`config.mk`:
```
export PLATFORM = sky130hd
export DESIGN_NAME = sys_description_reader
export DESIGN_NICKNAME = d
export VERILOG_FILES = /design/src/rtl/sys_description_reader.sv
export SDC_FILE = /design/constraint.sdc
export NUM_CORES = 1
export LEC_CHECK = 0
export ABC_AREA = 1
export CAP_MARGIN = 10
export CORE_MARGIN = 5
export CORE_UTILIZATION = 64
export CTS_CLUSTER_SIZE = 30
export DETAILED_ROUTE_END_ITERATION = 10
export HOLD_SLACK_MARGIN = 0.08
export PLACE_DENSITY_LB_ADDON = 0.05
export RECOVER_POWER = 25
export SYNTH_ARGS = -nofsm -noshare
export SYNTH_HDL_FRONTEND = slang
export SYNTH_SLANG_ARGS = --single-unit
export TNS_END_PERCENT = 10
```
`constraint.sdc`:
```
create_clock -name clk -period 17.93 [get_ports clk]
set_input_delay 3.586 -clock clk [delete_from_list [all_inputs] [get_ports clk]]
set_output_delay 3.586 -clock clk [all_outputs]
set_load 0.02 [all_outputs]
```
`src/rtl/sys_description_reader.sv`:
```
// ---------------------------------------------------------------------------
// sys_description_reader
//   Avalon-MM read master that walks the system-description ROM. Word 0 is a
//   header whose bits [15:0] give the payload length N; words 1..N are read
//   with pipelined requests, buffered in a small FIFO and streamed out with
//   a last flag on word N.
//
// Ports
//   clk, reset         clock, asynchronous active-high reset
//   start              begin a walk (ignored unless idle)
//   busy               high from accepted start until the done pulse
//   done               one-cycle pulse at the end of a walk
//   len_err            sticky: header length exceeded the ROM; cleared on start
//   m_address/m_read   read request (held stable while m_waitrequest=1)
//   m_waitrequest      slave stall
//   m_readdata/_valid  in-order read responses
//   out_valid/ready    payload stream handshake
//   out_data/out_last  payload word / marks word N
// ---------------------------------------------------------------------------
module sys_description_reader #(
    parameter int ADDR_W          = 9,
    parameter int DATA_W          = 64,
    parameter int FIFO_DEPTH      = 8,
    parameter int MAX_OUTSTANDING = 4
) (
    input  logic              clk,
    input  logic              reset,
    input  logic              start,
    output logic              busy,
    output logic              done,
    output logic              len_err,
    output logic [ADDR_W-1:0] m_address,
    output logic              m_read,
    input  logic              m_waitrequest,
    input  logic [DATA_W-1:0] m_readdata,
    input  logic              m_readdatavalid,
    output logic              out_valid,
    input  logic              out_ready,
    output logic [DATA_W-1:0] out_data,
    output logic              out_last
);

    localparam int PTR_W     = $clog2(FIFO_DEPTH);
    localparam int CNT_W     = $clog2(FIFO_DEPTH + 1);
    localparam int OST_W     = $clog2(MAX_OUTSTANDING + 1);
    localparam int MAX_LEN_I = (1 << ADDR_W) - 1;

    typedef enum logic [2:0] {
        S_IDLE,
        S_HDR,
        S_HWAIT,
        S_STREAM,
        S_FIN
    } state_t;

    state_t state, state_nx;

    logic [ADDR_W-1:0] next_addr;
    logic [ADDR_W-1:0] rem_issue;
    logic [ADDR_W-1:0] rem_out;
    logic [OST_W-1:0]  outstanding;
    logic [CNT_W-1:0]  fifo_count;
    logic [PTR_W-1:0]  wr_ptr;
    logic [PTR_W-1:0]  rd_ptr;
    logic [DATA_W-1:0] mem [FIFO_DEPTH];

    logic              credit;
    logic              issue_req;
    logic              accept;
    logic              push;
    logic              pop;
    logic              fifo_empty;
    logic              hdr_take;
    logic              hdr_over;
    logic [ADDR_W-1:0] hdr_len;
    logic              fin_ok;

    // Reads in flight plus words already buffered never exceed the FIFO depth,
    // so every response has a slot waiting for it. While a request is stalled
    // this sum can only shrink, which keeps m_read stable through the stall.
    assign credit     = ((int'(outstanding) + int'(fifo_count)) < FIFO_DEPTH) &&
                        (int'(outstanding) < MAX_OUTSTANDING);
    assign issue_req  = (state == S_STREAM) && (rem_issue != '0) && credit;
    assign accept     = issue_req && !m_waitrequest;
    assign push       = (state == S_STREAM) && m_readdatavalid;
    assign fifo_empty = (fifo_count == '0);
    assign pop        = !fifo_empty && out_ready;
    assign fin_ok     = fifo_empty && (outstanding == '0);

    assign hdr_take   = (state == S_HWAIT) && m_readdatavalid;
    assign hdr_over   = int'(m_readdata[15:0]) > MAX_LEN_I;
    assign hdr_len    = hdr_over ? ADDR_W'(MAX_LEN_I) : m_readdata[ADDR_W-1:0];

    assign busy       = (state != S_IDLE);
    assign m_read     = (state == S_HDR) || issue_req;
    assign m_address  = issue_req ? next_addr : '0;
    assign out_valid  = !fifo_empty;
    assign out_data   = fifo_empty ? '0 : mem[rd_ptr];
    assign out_last   = !fifo_empty && (rem_out == ADDR_W'(1));

    always_comb begin
        state_nx = state;
        unique case (state)
            S_IDLE:   if (start) state_nx = S_HDR;
            S_HDR:    if (!m_waitrequest) state_nx = S_HWAIT;
            S_HWAIT:  if (m_readdatavalid) state_nx = (hdr_len == '0) ? S_FIN : S_STREAM;
            S_STREAM: if (pop && (rem_out == ADDR_W'(1))) state_nx = S_FIN;
            S_FIN:    if (fin_ok) state_nx = S_IDLE;
            default:  state_nx = S_IDLE;
        endcase
    end

    always_ff @(posedge clk or posedge reset) begin
        if (reset) begin
            state       <= S_IDLE;
            done        <= 1'b0;
            len_err     <= 1'b0;
            next_addr   <= '0;
            rem_issue   <= '0;
            rem_out     <= '0;
            outstanding <= '0;
            fifo_count  <= '0;
            wr_ptr      <= '0;
            rd_ptr      <= '0;
        end else begin
            state <= state_nx;
            done  <= (state == S_FIN) && fin_ok;

            if ((state == S_IDLE) && start)
                len_err <= 1'b0;
            else if (hdr_take && hdr_over)
                len_err <= 1'b1;

            if (hdr_take) begin
                next_addr <= ADDR_W'(1);
                rem_issue <= hdr_len;
                rem_out   <= hdr_len;
            end else if (accept) begin
                next_addr <= next_addr + ADDR_W'(1);
                rem_issue <= rem_issue - ADDR_W'(1);
            end

            if (pop)
                rem_out <= rem_out - ADDR_W'(1);

            if (accept && !push)
                outstanding <= outstanding + OST_W'(1);
            else if (!accept && push)
                outstanding <= outstanding - OST_W'(1);

            if (push)
                wr_ptr <= wr_ptr + PTR_W'(1);
            if (pop)
                rd_ptr <= rd_ptr + PTR_W'(1);

            if (push && !pop)
                fifo_count <= fifo_count + CNT_W'(1);
            else if (!push && pop)
                fifo_count <= fifo_count - CNT_W'(1);
        end
    end

    // Storage needs no reset: fifo_count gates everything read from it.
    always_ff @(posedge clk) begin
        if (push)
            mem[wr_ptr] <= m_readdata;
    end

endmodule

```
Word-level counts from Yosys, hierarchy flattened --
Memories as Yosys holds them, arrays and structs flattened. Index checks and enable logic that the tools add are counted.
Operators by class: add/sub/neg operators 10, order comparisons 3, equal/unequal tests 10, mux-type cells 24, reduce and logical (&&, ||, !) cells 35
Operators by type and width (number):
- 2-to-1 mux 9 bit | 8
- 2-to-1 mux 64 bit | 1
- 2-to-1 mux 3 bit | 8
- subtractor 9 x 1 -> 9 bit (second input constant) | 2
- logical AND 1 bit | 17
- > comparator 16 x 9 -> 1 bit (second input constant) | 1
- case mux 3 bit (5 select lines) | 1
- nonzero test 2 bit | 5
- adder 3 x 1 -> 3 bit (second input constant) | 3
- adder 9 x 1 -> 9 bit (second input constant) | 1
- equality test 9 x 1 -> 1 bit (second input constant) | 1
- logical NOT 9 bit | 1
- nonzero test 9 bit | 1
- 2-to-1 mux 4 bit | 2
- != test 2 bit (second input constant) | 4
- equality test 3 x 2 -> 1 bit (second input constant) | 2
- logical NOT 3 bit | 2
- adder 3 x 4 -> 5 bit | 1
- logical NOT 1 bit | 5
- < comparator 5 x 4 -> 1 bit (second input constant) | 1
- AND reduction 5 bit | 1
- adder 4 x 1 -> 4 bit (second input constant) | 1
- logical NOT 4 bit | 1
- 2-to-1 mux 1 bit | 4
- other kinds (8) | 8
Storage, ports and cells: bits in registers 45, bits in writable memories 512, bits of input ports 70, memories kept 1
Memory list:
- mem | depth 8, width 64, read ports 1, clocked after memory_dff 0, wr ports 1, line 65 | logic [DATA_W-1:0] mem [FIFO_DEPTH];

Longest topological paths before layout --
Gate-level depths: netlist (run 1).
depth in word-level cells 9, mapped depth 13, gate-level depth less buffers 13

Worst setup path before layout (run 1) --
No wires, ideal clock.
path kind input to register, from input port m_readdatavalid, to memory mem[4][0], enable pin, library setup time 0.565 ns, arrival 8.508 ns, required time 17.365 ns, slack 8.857 ns, stages 5, path through inv_1 > nor2_2 > inv_1 > or2_1 > nor3_1
On the way: cells in the longest elaborated chain, start to end 3
Ends and longest elaborated chain:
- start: declaration | line 36 | input logic m_readdatavalid,
- logical AND 1 bit | line 85 | assign push = (state == S_STREAM) && m_readdatavalid;
- via push | line 70 | logic push;
- 2-to-1 mux 1 bit | line 165 | if (push)
- 2-to-1 mux 1 bit (not written as such) | line 166 | mem[wr_ptr] <= m_readdata;
- end: declaration | line 65
The timed path passes the listed nets, and every way through them passes these cells.

Final worst setup path (run 1) --
from register rd_ptr[1], to output port out_data[27]
On the way: cells in the longest elaborated chain, start to end 2
Ends and longest elaborated chain:
- start: declaration | line 64 | logic [PTR_W-1:0] rd_ptr;
- start signal: assignment | line 154 | rd_ptr <= rd_ptr + PTR_W'(1);
- memory read (8 x 64 bit)
- 2-to-1 mux 64 bit | line 98 | assign out_data = fifo_empty ? '0 : mem[rd_ptr];
- end: declaration | line 39 | output logic [DATA_W-1:0] out_data,
Every way passes these cells.

==> results of run 1 <==
## cell usage after synthesis, types with 4 or more instances
cell        n
nor2_1    444
o22ai_1    64
inv_1      58
buf_2      16
xnor2_1     4
nand3_1    37
dfrtp_1    45
a21oi_1     5
o21ai_0   321
xor2_1     13
ha_1       13
mux2i_1    64
edfxtp_1  512
buf_1       7
buf_12      4
o211ai_1    4
nor3_1      8
nand2_1   118
clkbuf_1   66
o21ai_1    30
buf_4      11
## worst paths after layout
kind | cells past startpoint | from | endpoint | slack, ns
min in group asynchronous | 3 | reset | len_err | 3.43
hold reg to reg | 2 | rem_out[5] | rem_out[5] | 0.52
setup reg to reg | 11 | fifo_count[0] | fifo_count[3] | 14.43
setup / recovery | 7 | rd_ptr[1] | out_data[27] | 9.63
hold / removal | 2 | rem_out[5] | rem_out[5] | 0.52
max in group asynchronous | 3 | reset | rd_ptr[0] | 14.03
## layer usage
layer  vias to the layer above  share of wire, %
met2                       488                50
met1                      7206                42
met3                        91               6.3
met4                         2               2.4
met5                         -             0.026
li1                       6898                 -
## power by group through the flow
stage	Clock [mW]	Combinational [mW]	Sequential [mW]
global placement	0	1.57	1.60
CTS	1.07	1.62	1.58
floorplan	0	1.09	1.56
global route	1.12	1.77	1.59
finish	1.06	1.61	1.58
detailed placement	0	1.61	1.61
## registers in the layout (all words and copies together) (netlist names)
register and flops:
done 1, len_err 1, rem_out 9, rem_issue 9, fifo_count 4, wr_ptr 3
state 3, outstanding 3, next_addr 9, rd_ptr 3, mem 512
## metrics by stage
stage,setup slack (ns),util [%],power (mW),hold WS (ns),area [µm²]
2_1_floorplan,8.86,-,2.65,0.470,22900
5_1_grt,9.40,74.1,4.48,0.560,26300
3_5_place_dp,10.34,69.5,3.21,0.507,24700
6_report,9.63,74.1,4.25,0.524,26300
3_3_place_gp,10.46,69.5,3.17,0.486,24700
4_1_cts,9.70,74.1,4.27,0.523,26300
## area by class of cell
class / instances / area (µm²) / share of cell area (%)
repair buffers: 165 / 1620 / 6.16
inverters: 61 / 235 / 0.894
clock buffers: 64 / 1430 / 5.44
well taps: 461 / 577 / 2.19
diodes: 1 / 2.50 / 0.00951
flip-flops and latches: 557 / 16500 / 62.8
clock inverters: 32 / 218 / 0.828
multi-input cells: 1143 / 5710 / 21.7
## worst reg2reg max path, stage by stage (launching register included)
cell	delay, ns
dfrtp_1	0.47
nor2_1	0.08
nand2_1	0.92
nand2_2	0.51
ha_1	0.36
inv_1	0.15
ha_1	0.30
a21oi_1	0.15
nand2_1	0.07
a21oi_1	0.11
o21ai_0	0.11
xor2_1	0.15
## cell families (layout without fill, tap and decap cells)
group                    after synthesis  count (layout)
multiplexers                          66              66
XOR/XNOR                              17              17
adder cells (fa/ha/maj)               15              15
AND/OR/NAND/NOR                      616             616
buffers and inverters                168             322
other                                  0               1
AO/OA/AOI/OAI                        429             429
flip-flops                           557             557
==> reports/metrics.cfg, run 1 <==
[sta]
slew_viol_final=0
hold_violations=0
layout_min_cycle_time_ns=8.30
maxSlewHeadroom_pct=14.8
fin_setup_tns_ns=0
finalClockSkew_ns=0.0196
rsz0062_at_grt=false
finalSetupViolCount=0
worst_pin_slew_ns=1.28
finalCritPeriodShare_pct=46.3
fmax_mhz=120

[grt]
top_usage_layer=met2
met3_usage_pct=3.93
grt_usage_pct=25.4
grt_max_degree=201
grt_pass1_vias=14445
use_met2_pct=41.4
grt.overflow.total=0
met1_usage_pct=36.1
grt_pass1_wl_mm=78.8
grt_antenna_before_repair=1

[yosys]
async_flop_share_pct=8.08
ys.flop_type=edfxtp_1
synth_area_leader_cell=edfxtp_1
synth_edf_count=512
yosysSeqAreaShare_pct=71.9
synthSimpleGateAreaFrac_pct=10.5
yosys.area_share.xor_xnor_pct=0.649
synth.area.top_cells=edfxtp_1, nor2_1, o21ai_0, dfrtp_1, mux2i_1
synth.top_cell.area_share_pct=67.0
synth_compound_area_share_pct=9.80
synthMuxAreaShare_pct=2.89
synth_area_um2=22900
syn_area_per_cell_um2=12.3
synthCells=1868
synth_top_family_by_area=simple AND/OR/NAND/NOR gates
synth_cell_type_count=38
ys_warn_count=0
synth_adder_area_share_pct=0.883
synth-seq-cells=557
synth_nets=1953

[pwr]
p_seq_share_pct=37.3
p_per_area_nw_per_um2=161
p_int_mw=2.69
switching_share_pct=36.6
p_switching_mw=1.55
clockPowerShare_pct=24.9
max-vdd-ir-drop_v=0.000234
pwr-share-comb_pct=37.8
power.leakage_nw=9.13

[route]
wl_mm=50.7
vias=14685
drt_iter0_drc=1371
dr.pass1.iters=5
ant_nets=0
drcViolationCount=0
post_drt_wl_per_cell_um=20.4
viasPerCell=5.91

[die]
dieWidth_um=199
coreArea_um2=35500
start_util_pct=64.7
io_pins=149
num_rows=69
die_height_um=199
dieArea_um2=39700

[clock_network]
cts_inserted_buffers=54
htree_levels=2
clk_pin_slew_ns=0.06
cts.sinks=557
cts_max_path_buffers=3
cts_tree=built
postCtsHoldBufs=0
clock_latency_ns=0.60
cts_setup_buffers=0
cts-root-buf=clkbuf_16
cts_resized=0

[min_path]
min-delay-path-class=reg -> reg

[placed_design]
place_congestion=0.808
portBuffers=148
dp_hpwl_mm=25.7
dp.cells=2387

[run]
maxCapViolations=0

[critical_path]
crit_path_cell_trace=buf_4 > buf_4 > o21ai_0 > o21ai_0 > o21ai_0 > nor2_1 > clkdlybuf4s50_1
cp_max_fo=108
critical_path_class=reg -> out
start_kind=flip-flop
critical_path.top_delay_family=buffers and inverters
critPathMostFrequentCell=o21ai_0
slowest_delay_ns=0.91
arrival_ns=4.71
cpMaxStageDelayCell=buf_4
path_buf_inv=3
crit_required_ns=14.34
cp-end-kind=output port

[finish]
nNetsFinal=2067
final_cell_mix=edfxtp_1, nor2_1, o21ai_0
syn2layout_area_growth_pct=14.6
fin_cells=2484
layout_commonest_cell=edfxtp_1
drive_gt1_share_pct=5.44
fillers=2312

[outcome]
status=completed

No activity file was read; power rests on OpenSTA's default activity.
==> inputs of run 2 (changes only) <==
CORE_UTILIZATION = 59   (was 64)
clock period = 8.1 ns   (was 17.93 ns; I/O delays follow)
==> reports/metrics.cfg, run 2 (synthesis results as in run 1) <==
[outcome]
status=finished, violations left
violations=max-capacitance violations, max-slew violations

[grt]
met1_usage_pct=33.1  ; -3.1 points
grt.overflow.total=0  ; unchanged
grt_pass1_wl_mm=79.0  ; +0.22%
grt_max_degree=197  ; -2.0%
use_met2_pct=36.4  ; -5.0 points
met3_usage_pct=4.05  ; +0.12 points
top_usage_layer=met2
grt_pass1_vias=14186  ; -1.8%
grt_usage_pct=22.9  ; -2.5 points
grt_antenna_before_repair=3  ; +2

[placed_design]
place_congestion=0.822  ; +1.7%
portBuffers=148  ; unchanged
dp_hpwl_mm=25.1  ; -2.4%

[clock_network]
cts_setup_buffers=0  ; unchanged
cts-root-buf=clkbuf_16
clk_pin_slew_ns=0.06  ; about the same
cts_max_path_buffers=3  ; unchanged
clock_latency_ns=0.60  ; about the same
postCtsHoldBufs=0  ; unchanged
cts_resized=0  ; unchanged
cts_tree=built
htree_levels=2  ; unchanged
cts.sinks=557  ; unchanged
cts_inserted_buffers=55  ; +1.9%

[sta]
slew_viol_final=35  ; +35
rsz0062_at_grt=false
maxSlewHeadroom_pct=-5.88  ; -21 points
finalCritPeriodShare_pct=75.7
worst_pin_slew_ns=1.58  ; +0.309 ns
layout_min_cycle_time_ns=6.13
fin_setup_tns_ns=0  ; unchanged
finalClockSkew_ns=0.0202  ; +0.000663 ns
finalSetupViolCount=0  ; unchanged
fmax_mhz=163
hold_violations=0  ; unchanged

[critical_path]
start_kind=flip-flop
arrival_ns=4.51  ; -0.20 ns
reg2reg_from=fifo_count[1]
cp-end-kind=output port
r2r_cells=11  ; unchanged
reg2reg_slack_ns=4.36  ; -10.07 ns
crit_required_ns=6.48  ; -7.86 ns
cp_max_fo=105  ; -2.8%
critical_path_class=reg -> out
worst_r2r_endpoint=fifo_count[3]

[min_path]
hold_end=rem_out[5]
min-delay-path-class=reg -> reg
min_from=rem_out[5]
hold-path-cell-count=2  ; unchanged

[route]
viasPerCell=5.66  ; -4.3%
drcViolationCount=0  ; unchanged
drt_iter0_drc=1185  ; -14%
ant_nets=0  ; unchanged
post_drt_wl_per_cell_um=19.6  ; -4.2%
dr.pass1.iters=5  ; unchanged
vias=14450  ; -1.6%
wl_mm=49.9  ; -1.6%

[finish]
nNetsFinal=2071  ; +0.19%
drive_gt1_share_pct=5.56  ; +0.12 points
largest-register=mem
syn2layout_area_growth_pct=15.4
layout_commonest_cell=edfxtp_1
final_cell_mix=edfxtp_1, nor2_1, o21ai_0
largest_register_ffs=512  ; unchanged
regArea_um2=16500  ; unchanged
fillers=2808  ; +21%
multi_input_area_um2=5710  ; unchanged

[die]
coreArea_um2=38600  ; +8.7%
die_height_um=207  ; +3.9%
num_rows=72  ; +4.3%
dieArea_um2=42900  ; +8.0%
dieWidth_um=207  ; +3.9%
start_util_pct=59.5  ; -5.2 points
io_pins=149  ; unchanged

[pwr]
p_per_area_nw_per_um2=358  ; +120%
power_mw=9.48  ; +120%
power.leakage_nw=9.18  ; +0.55%
max-vdd-ir-drop_v=0.000269  ; +15%

[run]
maxCapViolations=1  ; +1

[run 2: metrics by stage]
| step | std cells | area (µm²) | setup WS (ns) | util (%) | hold slack (ns) |
|---|---|---|---|---|---|
| floorplan | 1868 | 22900 | 0.993 | - | 0.470 |
| global placement | 2447 | 24800 | 2.59 | 64.2 | 0.490 |
| detailed placement | 2447 | 24800 | 2.57 | 64.2 | 0.497 |
| CTS | 2551 | 26500 | 1.92 | 68.7 | 0.512 |
| global route | 2552 | 26500 | 1.65 | 68.7 | 0.555 |
| finish | 2553 | 26500 | 1.97 | 68.7 | 0.512 |
[run 2: layer usage]
metal	wire length (µm)	part of all wire [%]
met1	22300	45
met2	23800	48
met3	2840	5.7
met4	1060	2.1
met5	27	0.054
[run 2: worst max-delay path by stage]
stage / from / endpoint
global route: rd_ptr[0] / out_data[17]
floorplan: m_readdatavalid / mem[4][0]
detailed placement: rd_ptr[0] / out_data[1]
global placement: rd_ptr[0] / out_data[1]
finish: rd_ptr[0] / out_data[38]
CTS: rd_ptr[0] / out_data[38]
[run 2: layout make-up]
cell class	count	share of cell area, %
inverter	61	0.888
sequential	557	62.3
timing repair buffer	168	6.21
tap	518	2.45
multi-input combinational	1143	21.6
antenna	2	0.0189
clock inverter	34	1.02
clock buffer	70	5.53
[run 2: power breakdown]
| group | switching, mW | total, mW | internal, mW | leakage [nW] |
|---|---|---|---|---|
| Sequential | 0.211 | 3.52 | 3.31 | 5.16 |
| Clock | 1.04 | 2.44 | 1.40 | 0.841 |
| Combinational | 2.18 | 3.52 | 1.34 | 3.18 |
[run 2: worst max-delay path, cell delays in order, from the launching register on]
cell and delay [ns]:
dfrtp_4 1.04, clkinv_4 0.80, buf_4 0.69, o21ai_0 0.33, o21ai_0 0.13, o21ai_0 0.18
nor2_1 0.07, clkdlybuf4s50_1 0.54
==> inputs of run 3 (changes only) <==
CORE_UTILIZATION = 53   (was 59)
clock period = 5 ns   (was 8.1 ns; I/O delays follow)
==> reports/metrics.cfg, run 3 (synthesis results as in run 1) <==
[outcome]
status=completed

[clock_network]
clk_pin_slew_ns=0.06  ; about the same
cts_resized=0  ; unchanged
cts_tree=built
cts.sinks=557  ; unchanged
htree_levels=2  ; unchanged
cts_inserted_buffers=56  ; +1.8%
cts_setup_buffers=0  ; unchanged
cts_max_path_buffers=3  ; unchanged
postCtsHoldBufs=0  ; unchanged
cts-root-buf=clkbuf_16
clock_latency_ns=0.60  ; about the same

[sta]
maxSlewHeadroom_pct=29.9  ; +36 points
finalSetupViolCount=0  ; unchanged
layout_min_cycle_time_ns=4.48
hold_violations=0  ; unchanged
slew_viol_final=0  ; -100%
fmax_mhz=223
finalClockSkew_ns=0.0337  ; +0.0135 ns
worst_pin_slew_ns=1.05  ; -0.532 ns
rsz0062_at_grt=false
finalCritPeriodShare_pct=89.6
final.setup.worst_slack_ns=0.518  ; -1.45 ns
holdWs_ns=0.522  ; +0.00998 ns

[finish]
largest_register_ffs=512  ; unchanged
final_cell_mix=edfxtp_1, nor2_1, o21ai_0
syn2layout_area_growth_pct=16.5
drive_gt1_share_pct=6.30  ; +0.74 points
final_core_util_pct=62.2  ; -6.5 points
nNetsFinal=2086  ; +0.72%
layout_commonest_cell=edfxtp_1
largest-register=mem
fillers=3399  ; +21%

[run]
maxCapViolations=0  ; -1

[die]
num_rows=76  ; +5.6%
io_pins=149  ; unchanged
dieWidth_um=218  ; +5.2%
dieArea_um2=47600  ; +11%
coreArea_um2=43000  ; +11%
start_util_pct=53.4  ; -6.1 points
die_height_um=218  ; +5.2%

[pwr]
p_per_area_nw_per_um2=578  ; +61%
power.leakage_nw=9.26  ; +0.92%
max-vdd-ir-drop_v=0.000392  ; +46%

[route]
viasPerCell=5.51  ; -2.6%
vias=14537  ; +0.60%
ant_nets=0  ; unchanged
highest_layer=met5
wl_met3_mm=2.63  ; -7.6%
dr.pass1.iters=5  ; unchanged
wl_mm=51.7  ; +3.6%
wl_met2_mm=24.8  ; +4.3%
drt_iter0_drc=1184  ; -0.084%
wl_met1_mm=23.1  ; +3.9%
drcViolationCount=0  ; unchanged
post_drt_wl_per_cell_um=19.6  ; +0.32%

[grt]
grt_pass1_vias=14652  ; +3.3%
grt_antenna_before_repair=8  ; +5
grt_max_degree=153  ; -22%
grt_usage_pct=21.9  ; -0.95 points
grt_pass1_wl_mm=82.0  ; +3.8%
grt.overflow.total=0  ; unchanged

[placed_design]
dp_hpwl_mm=27.9  ; +11%
dp_slack_ns=1.21  ; -1.36 ns
place_congestion=0.780  ; -5.2%
portBuffers=148  ; unchanged

[critical_path]
cp-end-kind=output port
start_kind=flip-flop
critical_path_class=reg -> out
cp_max_fo=98  ; -6.7%
arrival_ns=3.48  ; -1.03 ns
crit_required_ns=4.00  ; -2.48 ns

[min_path]
min-delay-path-class=reg -> reg

==> run 3: cell count changes in the layout (fill, tap and decap cells not counted) <==
cell	previous run	this run
buf_4	19	28
clkinv_1	21	13
clkbuf_1	13	20
buf_12	1	6
diode_2	2	4
inv_2	0	2
bufinv_16	4	3
clkbuf_16	56	57
clkbuf_8	1	0
clkinv_8	1	0
inv_6	2	3
nand2_1	118	117
nand2_2	2	3
==> run 3: path summary, 6_finish.rpt <==
| check | start | end | slack, ns | cells after the start |
|---|---|---|---|---|
| max | rd_ptr[1] | out_data[55] | 0.52 | 6 |
| min | rem_out[5] | rem_out[5] | 0.52 | 2 |
| max reg2reg | fifo_count[0] | fifo_count[3] | 1.76 | 12 |
| min reg2reg | rem_out[5] | rem_out[5] | 0.52 | 2 |
| max in group asynchronous | reset | rd_ptr[0] | 3.34 | 2 |
| min in group asynchronous | reset | len_err | 0.94 | 2 |
==> run 3: critical path, stage by stage, from the launching register on <==
cell and delay, ns:
dfrtp_4 1.12, buf_4 0.38, o21ai_0 0.12, o21ai_1 0.17
o21ai_0 0.12, nor2_1 0.25, clkdlybuf4s50_1 0.66
==> run 3: layer usage <==
metal	GRT usage (%)	vias up
li1	-	6948
met4	5.80	4
met2	35.6	345
met1	31.0	7160
met3	4.05	80
met5	0	-
==> run 3: per-stage QoR <==
stage | setup TNS, ns | instances | total power, mW | instance area (µm²)
2_1_floorplan | -352.46 | 1868 | 9.50 | 22900
3_3_place_gp | 0 | 2528 | 11.6 | 25000
3_5_place_dp | 0 | 2528 | 11.6 | 25000
4_1_cts | 0 | 2632 | 15.6 | 26700
5_1_grt | 0 | 2635 | 16.4 | 26700
6_report | 0 | 2636 | 15.4 | 26700
==> run 3: power breakdown <==
group,leakage [nW],total (mW),switching (mW),internal (mW)
logic,3.27,5.83,3.61,2.23
registers,5.16,5.66,0.301,5.36
clock network,0.830,3.95,1.70,2.25
==> run 3: cell type report <==
class,instances,area (µm²),area share [%]
clock buffer,77,1500,5.62
tap,585,732,2.74
clock inverter,27,213,0.796
sequential,557,16500,61.8
timing repair buffer,182,1810,6.78
multi-input combinational,1143,5720,21.4
inverter,61,234,0.875
antenna,4,10.0,0.0375
